$ cat src/rtl/mc_ctrl_pkg.sv
// Shared encodings for the multi-cycle RISC-V style controller: FSM states,
// opcode constants and the select/control codes driven to the datapath.
package mc_ctrl_pkg;

  typedef enum logic [3:0] {
    FETCH, DECODE, MEM_ADR, MEM_READ, MEM_WB, MEM_WRITE, EXEC_R, EXEC_I,
    ALU_WB, BRANCH, JAL, JALR_ADR, JALR_PC, LUI, HALT
  } state_t;

  // Which ALU operation family the current state asks for
  typedef enum logic [1:0] {CLS_ADD, CLS_SUB, CLS_R, CLS_I} alu_cls_t;

  localparam logic [6:0] OP_LOAD   = 7'b0000011;
  localparam logic [6:0] OP_STORE  = 7'b0100011;
  localparam logic [6:0] OP_RTYPE  = 7'b0110011;
  localparam logic [6:0] OP_ITYPE  = 7'b0010011;
  localparam logic [6:0] OP_BRANCH = 7'b1100011;
  localparam logic [6:0] OP_JAL    = 7'b1101111;
  localparam logic [6:0] OP_JALR   = 7'b1100111;
  localparam logic [6:0] OP_LUI    = 7'b0110111;

  localparam logic [2:0] ALU_ADD  = 3'b000;
  localparam logic [2:0] ALU_SUB  = 3'b001;
  localparam logic [2:0] ALU_AND  = 3'b010;
  localparam logic [2:0] ALU_OR   = 3'b011;
  localparam logic [2:0] ALU_XOR  = 3'b100;
  localparam logic [2:0] ALU_SLT  = 3'b101;
  localparam logic [2:0] ALU_SLTU = 3'b110;

  localparam logic [2:0] IMM_I = 3'b000;
  localparam logic [2:0] IMM_S = 3'b001;
  localparam logic [2:0] IMM_B = 3'b010;
  localparam logic [2:0] IMM_J = 3'b011;
  localparam logic [2:0] IMM_U = 3'b100;

  localparam logic [1:0] SRC_A_PC    = 2'b00;
  localparam logic [1:0] SRC_A_OLDPC = 2'b01;
  localparam logic [1:0] SRC_A_RD1   = 2'b10;

  localparam logic [1:0] SRC_B_RD2  = 2'b00;
  localparam logic [1:0] SRC_B_IMM  = 2'b01;
  localparam logic [1:0] SRC_B_FOUR = 2'b10;

  localparam logic [1:0] RES_ALUOUT  = 2'b00;
  localparam logic [1:0] RES_MEMDATA = 2'b01;
  localparam logic [1:0] RES_ALU     = 2'b10;
  localparam logic [1:0] RES_IMM     = 2'b11;

  // States that talk to memory and therefore stretch by the wait latency
  function automatic logic is_mem_state(state_t s);
    return (s == FETCH) || (s == MEM_READ) || (s == MEM_WRITE);
  endfunction

endpackage

$ cat src/rtl/alu_op_decoder.sv
// Maps the ALU operation family of the current state plus func3/func7 to an
// ALU control code. The illegal flag depends on func3 alone so the decode
// state can route unsupported R/I encodings to HALT.
module alu_op_decoder
  import mc_ctrl_pkg::*;
(
  input  alu_cls_t    cls,
  input  logic [2:0]  func3,
  input  logic [6:0]  func7,
  output logic [2:0]  alu_control,
  output logic        illegal
);

  logic [2:0] func_op;
  logic       unused_func7;

  assign unused_func7 = ^{func7[6], func7[4:0]};

  // Translate func3 (and func7[5] for R-type subtract) into an ALU operation
  always_comb begin
    func_op = ALU_ADD;
    illegal = 1'b0;
    case (func3)
      3'b000:  func_op = (cls == CLS_R && func7[5]) ? ALU_SUB : ALU_ADD;
      3'b111:  func_op = ALU_AND;
      3'b110:  func_op = ALU_OR;
      3'b100:  func_op = ALU_XOR;
      3'b010:  func_op = ALU_SLT;
      3'b011:  func_op = ALU_SLTU;
      default: illegal = 1'b1;
    endcase
  end

  // Select between fixed add/sub and the func3-decoded operation
  always_comb begin
    alu_control = ALU_ADD;
    case (cls)
      CLS_SUB:      alu_control = ALU_SUB;
      CLS_R, CLS_I: alu_control = func_op;
      default:      alu_control = ALU_ADD;
    endcase
  end

endmodule

$ cat src/rtl/multi_cycle_controller.sv
// Moore control FSM for a multi-cycle RV32I-subset datapath. Memory states
// (FETCH, MEM_READ, MEM_WRITE) hold for MEM_LAT extra cycles; their write
// strobes fire only in the last cycle. Write enables are forced low while
// rst is high so a reset mid-access never commits a write.
module multi_cycle_controller
  import mc_ctrl_pkg::*;
#(
  parameter int MEM_LAT = 0
) (
  input  logic       clk,
  input  logic       rst,
  input  logic [6:0] op,
  input  logic [2:0] func3,
  input  logic [6:0] func7,
  input  logic       zero,
  input  logic       alu_sign,
  output logic       pc_wr,
  output logic       ir_wr,
  output logic       adr_src,
  output logic       mem_wr,
  output logic       reg_wr,
  output logic [1:0] alu_src_a,
  output logic [1:0] alu_src_b,
  output logic [2:0] alu_control,
  output logic [2:0] imm_src,
  output logic [1:0] result_src,
  output logic       halted
);

  localparam logic [3:0] LAT = 4'(MEM_LAT);

  state_t     state, next;
  logic [3:0] wait_cnt;
  logic       wait_done;
  alu_cls_t   cls;
  logic       illegal;
  logic       pc_wr_raw, ir_wr_raw, mem_wr_raw, reg_wr_raw, halted_raw;

  assign wait_done = (wait_cnt == LAT);

  // State register
  always_ff @(posedge clk or posedge rst) begin
    if (rst) state <= FETCH;
    else     state <= next;
  end

  // Wait counter: counts within a memory state, clears when leaving it
  always_ff @(posedge clk or posedge rst) begin
    if (rst)                                  wait_cnt <= '0;
    else if (is_mem_state(state) && !wait_done) wait_cnt <= wait_cnt + 4'd1;
    else                                      wait_cnt <= '0;
  end

  // ALU operation family requested by each state
  always_comb begin
    cls = CLS_ADD;
    case (state)
      BRANCH:  cls = CLS_SUB;
      EXEC_R:  cls = CLS_R;
      EXEC_I:  cls = CLS_I;
      default: cls = CLS_ADD;
    endcase
  end

  alu_op_decoder u_alu_dec (
    .cls         (cls),
    .func3       (func3),
    .func7       (func7),
    .alu_control (alu_control),
    .illegal     (illegal)
  );

  // Next-state and Moore outputs
  always_comb begin
    next       = state;
    pc_wr_raw  = 1'b0;
    ir_wr_raw  = 1'b0;
    mem_wr_raw = 1'b0;
    reg_wr_raw = 1'b0;
    halted_raw = 1'b0;
    adr_src    = 1'b0;
    alu_src_a  = SRC_A_PC;
    alu_src_b  = SRC_B_RD2;
    imm_src    = IMM_I;
    result_src = RES_ALUOUT;
    case (state)
      FETCH: begin
        alu_src_b  = SRC_B_FOUR;
        result_src = RES_ALU;
        if (wait_done) begin
          ir_wr_raw = 1'b1;
          pc_wr_raw = 1'b1;
          next      = DECODE;
        end
      end
      DECODE: begin
        alu_src_a = SRC_A_OLDPC;
        alu_src_b = SRC_B_IMM;
        imm_src   = IMM_B;
        case (op)
          OP_LOAD, OP_STORE: next = MEM_ADR;
          OP_RTYPE:          next = illegal ? HALT : EXEC_R;
          OP_ITYPE:          next = illegal ? HALT : EXEC_I;
          OP_BRANCH:         next = BRANCH;
          OP_JAL:            next = JAL;
          OP_JALR:           next = JALR_ADR;
          OP_LUI:            next = LUI;
          default:           next = HALT;
        endcase
      end
      MEM_ADR: begin
        alu_src_a = SRC_A_RD1;
        alu_src_b = SRC_B_IMM;
        imm_src   = (op == OP_LOAD) ? IMM_I : IMM_S;
        next      = (op == OP_LOAD) ? MEM_READ : MEM_WRITE;
      end
      MEM_READ: begin
        adr_src = 1'b1;
        if (wait_done) next = MEM_WB;
      end
      MEM_WB: begin
        result_src = RES_MEMDATA;
        reg_wr_raw = 1'b1;
        next       = FETCH;
      end
      MEM_WRITE: begin
        adr_src = 1'b1;
        if (wait_done) begin
          mem_wr_raw = 1'b1;
          next       = FETCH;
        end
      end
      EXEC_R: begin
        alu_src_a = SRC_A_RD1;
        next      = ALU_WB;
      end
      EXEC_I: begin
        alu_src_a = SRC_A_RD1;
        alu_src_b = SRC_B_IMM;
        next      = ALU_WB;
      end
      ALU_WB: begin
        reg_wr_raw = 1'b1;
        next       = FETCH;
      end
      BRANCH: begin
        alu_src_a = SRC_A_RD1;
        case (func3)
          3'b000:  pc_wr_raw = zero;
          3'b001:  pc_wr_raw = !zero;
          3'b100:  pc_wr_raw = alu_sign;
          3'b101:  pc_wr_raw = !alu_sign;
          default: pc_wr_raw = 1'b0;
        endcase
        next = FETCH;
      end
      JAL, JALR_PC: begin
        alu_src_a = SRC_A_OLDPC;
        alu_src_b = SRC_B_FOUR;
        pc_wr_raw = 1'b1;
        next      = ALU_WB;
      end
      JALR_ADR: begin
        alu_src_a = SRC_A_RD1;
        alu_src_b = SRC_B_IMM;
        next      = JALR_PC;
      end
      LUI: begin
        imm_src    = IMM_U;
        result_src = RES_IMM;
        reg_wr_raw = 1'b1;
        next       = FETCH;
      end
      HALT: begin
        halted_raw = 1'b1;
      end
      default: next = FETCH;
    endcase
  end

  assign pc_wr  = pc_wr_raw  & ~rst;
  assign ir_wr  = ir_wr_raw  & ~rst;
  assign mem_wr = mem_wr_raw & ~rst;
  assign reg_wr = reg_wr_raw & ~rst;
  assign halted = halted_raw & ~rst;

endmodule

$ cat config.mk
export PLATFORM = sky130hd
export DESIGN_NAME = multi_cycle_controller
export DESIGN_NICKNAME = d
export VERILOG_FILES = /design/src/rtl/mc_ctrl_pkg.sv /design/src/rtl/alu_op_decoder.sv /design/src/rtl/multi_cycle_controller.sv
export SDC_FILE = /design/constraint.sdc
export NUM_CORES = 1
export LEC_CHECK = 0
export ABC_AREA = 1
export CAP_MARGIN = 20
export CORE_AREA = 8 8 50 69
export DETAILED_ROUTE_END_ITERATION = 10
export DIE_AREA = 0 0 58 77
export GPL_ROUTABILITY_DRIVEN = 1
export PLACE_DENSITY = 0.69
export SLEW_MARGIN = 10
export SYNTH_ARGS = -nofsm -noshare
export SYNTH_HDL_FRONTEND = slang
export SYNTH_SLANG_ARGS = --single-unit
$ cat constraint.sdc
create_clock -name clk -period 1.68 [get_ports clk]
set_input_delay 0.252 -clock clk [delete_from_list [all_inputs] [get_ports clk]]
set_output_delay 0.252 -clock clk [all_outputs]
set_load 0.02 [all_outputs]
# == Word-level counts from Yosys, hierarchy flattened ==
# Index checks and enable logic that the tools add are counted.
# totals
elab_cells,93
reg_bits,8
# op_classes
reduce_logical,22
n_mux,26
n_addsub,1
n_eq_ne,35
bitwise_logic,7
# ops
cell,n
one-hot mux 4 bit (8 select lines),1
"== test 4 bit, second input constant",7
one-hot mux 4 bit (7 select lines),1
two-way mux 4 bit,6
"== test 7 x 6 -> 1 bit, second input constant",3
"== test 7 bit, second input constant",3
one-hot mux 3 bit (6 select lines),1
"== test 4 x 3 -> 1 bit, second input constant",4
"== test 3 bit, second input constant",4
one-hot mux 2 bit (3 select lines),2
one-hot mux 3 bit (3 select lines),1
OR reduction 3 bit,3
"== test 4 x 2 -> 1 bit, second input constant",2
logical NOT 4 bit,2
two-way mux 1 bit,8
one-hot mux 2 bit (2 select lines),2
OR reduction 2 bit,4
OR reduction 4 bit,2
"== test 7 x 2 -> 1 bit, second input constant",1
"== test 7 x 5 -> 1 bit, second input constant",1
"== test 3 x 2 -> 1 bit, second input constant",2
"!= test 2 bit, second input constant",3
one-hot mux 3 bit (2 select lines),1
OR reduction 6 bit,1
16 further kinds,26

# == Longest topological paths before layout ==
# logic_depth
depth_word,7
mapped_depth,10
mapped_depth_nobuf,10

# == Cells and area by module ==
# Synthesis repeated with hierarchy kept, for this count alone.
# hier_totals
cells_unflattened,163
area_unflattened_um2,908.4
# by_module_without_submodules
module,cells_each,area_per_inst_um2,n_inst,seq_area_each_um2
multi_cycle_controller,146,838.3,1,200.2
alu_op_decoder,17,70.1,1,0.0

# == Least setup slack after synthesis ==
# OpenSTA, ideal clock, no wires.
# synth_path
path_type,flip-flop to output port
from,reg state[1]
to,out reg_wr
path_stages_with_launch,8
arrival_ns,1.382
required_time_ns,1.428
path_buffers,0
slack_ns,0.046
path_cell_list,dfrtp_1 > nor2_2 > inv_2 > nor2_2 > inv_1 > nand2_1 > o21ai_1 > inv_1
# synth_via
elab_chain_cells,4
# synth_lines
item,line,text
from (decl),multi_cycle_controller.sv:32,"state_t state, next;"
from (signal assigned),multi_cycle_controller.sv:44,else state <= next;
== test 4 bit or == test 4 x 3 -> 1 bit (tied branches),multi_cycle_controller.sv:86,case (state)
OR reduction 3 bit (no source line) *,--,
two-way mux 1 bit *,multi_cycle_controller.sv:86,
AND 1 bit *,multi_cycle_controller.sv:184,assign reg_wr = reg_wr_raw & ~rst;
to (decl),multi_cycle_controller.sv:21,"output logic reg_wr,"
# Every way passes the cells marked *; elsewhere a longest branch is shown, timed or not.

# == Worst setup path in the final report ==
# layout_path
from,reg state[2]
to,out alu_control[2]
# layout_via
elab_chain_cells,5
# layout_lines
item,line,text
== test 4 x 3 -> 1 bit or == test 4 bit (tied branches),multi_cycle_controller.sv:57,case (state)
one-hot mux 2 bit (3 select lines) *,multi_cycle_controller.sv:57,
== test 2 bit,alu_op_decoder.sv:37,case (cls)
OR reduction 2 bit,alu_op_decoder.sv:37,
one-hot mux 3 bit (2 select lines) *,alu_op_decoder.sv:37,
to (decl),multi_cycle_controller.sv:24,"output logic [2:0] alu_control,"
# Marked as above.

==> out/results.env <==
OUTCOME='finished, violations left'
FAILING_CHECKS='negative setup slack'
AVGSYNTHCELLAREA_UM2=6.008
GLOBALROUTEOVERFLOWTOTAL=0
CTS_INSERTED_BUFFERS=3
TIMING.CRITICAL_PATH.TO_TYPE='output port'
FINAL-SETUP-VIOL-COUNT=12
CRIT_TYPE='reg -> out'
TIMING.HOLD.WORST.CLASS='in -> async'
WORST_SETUP_PATH_START_KIND='flip-flop'
POWER_DENSITY_OVER_THE_CELLS_mW_PER_MM2=1328
VIAS=1206
CORE_UTIL_FINAL_PCT=65.51
FLOORPLAN.IO_PINS=39
TIGHTEST_HOLD_MARGIN_NS=0.4741
MAX_CAP_VIOLATIONS=0
SYNTH-SEQ-AREA-SHARE_PCT=23.63
TOTAL_POWER_mW=2.154
FIN_SKEW_NS=0.002810
MET2_USAGE_PCT=27.91
FLOORPLAN.INITIALDENSITY_PCT=34.19
TIMING_ENDPOINT_OF_THE_CRITICAL_PATH='alu_control[2]'
HPWLAFTERDP_UM=2484
TOTAL_LEAKAGE_POWER_nW=0.8847
GRT_START_MAX_NET_PINS=9
DETAIL_ROUTE_ANTENNA_NETS=0
FINAL.MIN_CLOCK_PERIOD_NS=1.783
WORSTREG2REGSTART='state[2]'
CP.REQUIRED_NS=1.43
CLOCK_LATENCY_NS=0.24
LAYOUT_COMMON_CELLS='52 x buf_4, 34 x nand2_1, 17 x inv_1'
MET3_USAGE_PCT=2.671
MAPPEDNETLISTAREA_UM2=847.1
CTS_ROOT_BUF='clkbuf_4'
CLKSINKCOUNT=8
ROUTEDWLPERCELL_UM=13.07
PRE_CTS_WS_NS=-0.5065
CTS.CLK_SLEW.WORST_PATHS_NS=0.05
LEAST_MARGIN_PIN_SLEW_NS=0.2437
POSTROUTEWIRELENGTH_UM=3177
CP.ARRIVAL_NS=1.53
FINALSETUPTNS_NS=-0.7297
CORE-AREA_MM2=0.002477
GP_CONGESTION=0.9079
RSZ0062_AT_GRT='true'
MIN_PERIOD_OVER_PERIOD_PCT=106.1
TRITONCTS='yes'
CTSHTREEMAXLEVEL=1
POST_ROUTE_CELLS_DRIVE_ABOVE_1_SHARE_PCT=48.40
GRT_PASS1_WL_UM=5126
TIMING_MAX_TRANSITION_VIOLATIONS_FINAL=0
TIMING.FINAL.WS_SETUP_NS=-0.1033
WORST_SLEW_MARGIN_REL_PCT=83.63
DIE_WIDTH_UM=58
PLACE.PORT_BUFFERS=32
VIAS_IN_THE_FIRST_GLOBAL_ROUTE=1232
MAPPEDNETLISTNETS=164
GROUTE.LAYER.MET1.USAGE_PCT=13.11
YS_SEQ_ELEMENTS=8
ROUTE.DETAILED.DRC=0
LAYOUT.CELLS.MOST_COMMON='buf_4'
DETAILEDROUTE.FIRSTPASSITERATIONCOUNT=4
FINAL_HOLD_VIOS=0
NUM_ANTENNA_CELLS=0
VIASPERCELL=4.963
DIEHEIGHT_UM=77
FIRST_ITER_VIOLATIONS=26
ROWS=22
TOTAL_GRT_USAGE_PCT=13.81
END_OF_THE_WORST_REGISTER_TO_REGISTER_PATH='state[2]'
R2R_SETUP_SLACK_NS=0.11
FINAL_NET_COUNT=244
SYNTHTOLAYOUTAREAGROWTH_PCT=91.58
SYNTH_WARNINGS=0
YOSYS.CELL_TYPES.COUNT=25
POST_SYNTHESIS_INSTANCE_TOTAL=141
GRT_ANTENNA_BEFORE_REPAIR=0
PEAK_SUPPLY_DROP_mV=0.8972
TOP_USAGE_LAYER='met2'
R2R.WORST_PATH.CELLS=11
TIMING.CRITICAL_PATH.FANOUT_MAX=5
DESIGN.DIE.AREA_MM2=0.004466
MAXCLOCKFREQUENCY_GHz=0.5608
STARTPOINT='state[2]'
MAX-CLOCK-PATH-BUFFERS=2
==> worst max-delay path: stages, from the launching register on <==
cell and delay [ns]:
dfrtp_1 0.45, inv_2 0.09, nor2_4 0.20, nand2_4 0.11, a211oi_1 0.24, buf_4 0.19
==> metrics by stage <==
step | instance area, um2 | cells
floorplan | 847.1 | 141
global placement | 1505 | 238
detailed placement | 1505 | 238
CTS | 1516 | 242
global route | 1623 | 243
finish | 1623 | 243
==> cell type report <==
class	count	area (um2)
fill	215	854.6
sequential	8	203.9
tap	24	30.03
timing repair buffer	75	613.1
inverter	25	98.84
multi-input combinational	108	654.4
clock buffer	3	22.52
==> routing by layer <==
| metal | vias to the layer above | share of wire, % |
|---|---|---|
| met2 | 28 | 61 |
| met1 | 570 | 36 |
| met5 | - | 0 |
| met4 | 0 | 0.57 |
| met3 | 2 | 3.2 |
| li1 | 606 | - |
==> report_power, final <==
| part | leakage (nW) | internal [mW] | switching [mW] |
|---|---|---|---|
| Clock | 0.0138 | 0.0815 | 0.0607 |
| Combinational | 0.768 | 0.749 | 0.912 |
| Sequential | 0.103 | 0.244 | 0.107 |
| Total | 0.885 | 1.07 | 1.08 |
==> cell usage after synthesis, drive strengths merged <==
| master | number | area share, % |
|---|---|---|
| nand2 | 47 | 23 |
| o21a | 1 | 0.89 |
| nor2 | 26 | 15 |
| ha | 2 | 3.0 |
| nor3 | 2 | 1.2 |
| inv | 24 | 11 |
| dfrtp | 8 | 24 |
| xnor2 | 1 | 1.0 |
| nand3 | 7 | 4.7 |
| nand4 | 6 | 4.4 |
| a21oi | 2 | 1.2 |
| o21ai | 6 | 4.0 |
| clkinv | 1 | 0.44 |
| a211oi | 2 | 1.8 |
| o31ai | 1 | 0.89 |
| xor2 | 2 | 2.1 |
| a31oi | 3 | 2.2 |
==> timing repair <==
action                     in CTS  in global routing
setup endpoints to repair      18                 18
pin swaps                       2                 12
buffers inserted                1                  1
hold buffers                    0                  0
gates resized for setup        90                 37
==> state kept, by name, summed over array words and instances, names as in the netlist <==
register and flops:
wait_cnt 4, state 4
==> worst min-delay path by stage <==
stage	start	endpoint	slack, ns	cells after the start
global placement	wait_cnt[0]	wait_cnt[0]	0.52	2
CTS	rst	state[2]	0.47	4
global route	rst	wait_cnt[1]	0.50	4
finish	rst	state[2]	0.47	4
detailed placement	wait_cnt[0]	wait_cnt[0]	0.53	2
floorplan	rst	state[0]	0.09	1
==> cells by family (layout without fill, tap and decap cells) <==
group / count (synthesis) / count (layout) / share of synthesized area [%]
AO/OA/AOI/OAI: 15 / 15 / 10.93
AND/OR/NAND/NOR: 88 / 88 / 48.30
flip-flops: 8 / 8 / 23.63
XOR/XNOR: 3 / 3 / 3.102
buffers and inverters: 25 / 103 / 11.08
adder cells (fa/ha/maj): 2 / 2 / 2.954
No activity file was read; power rests on OpenSTA's default activity.
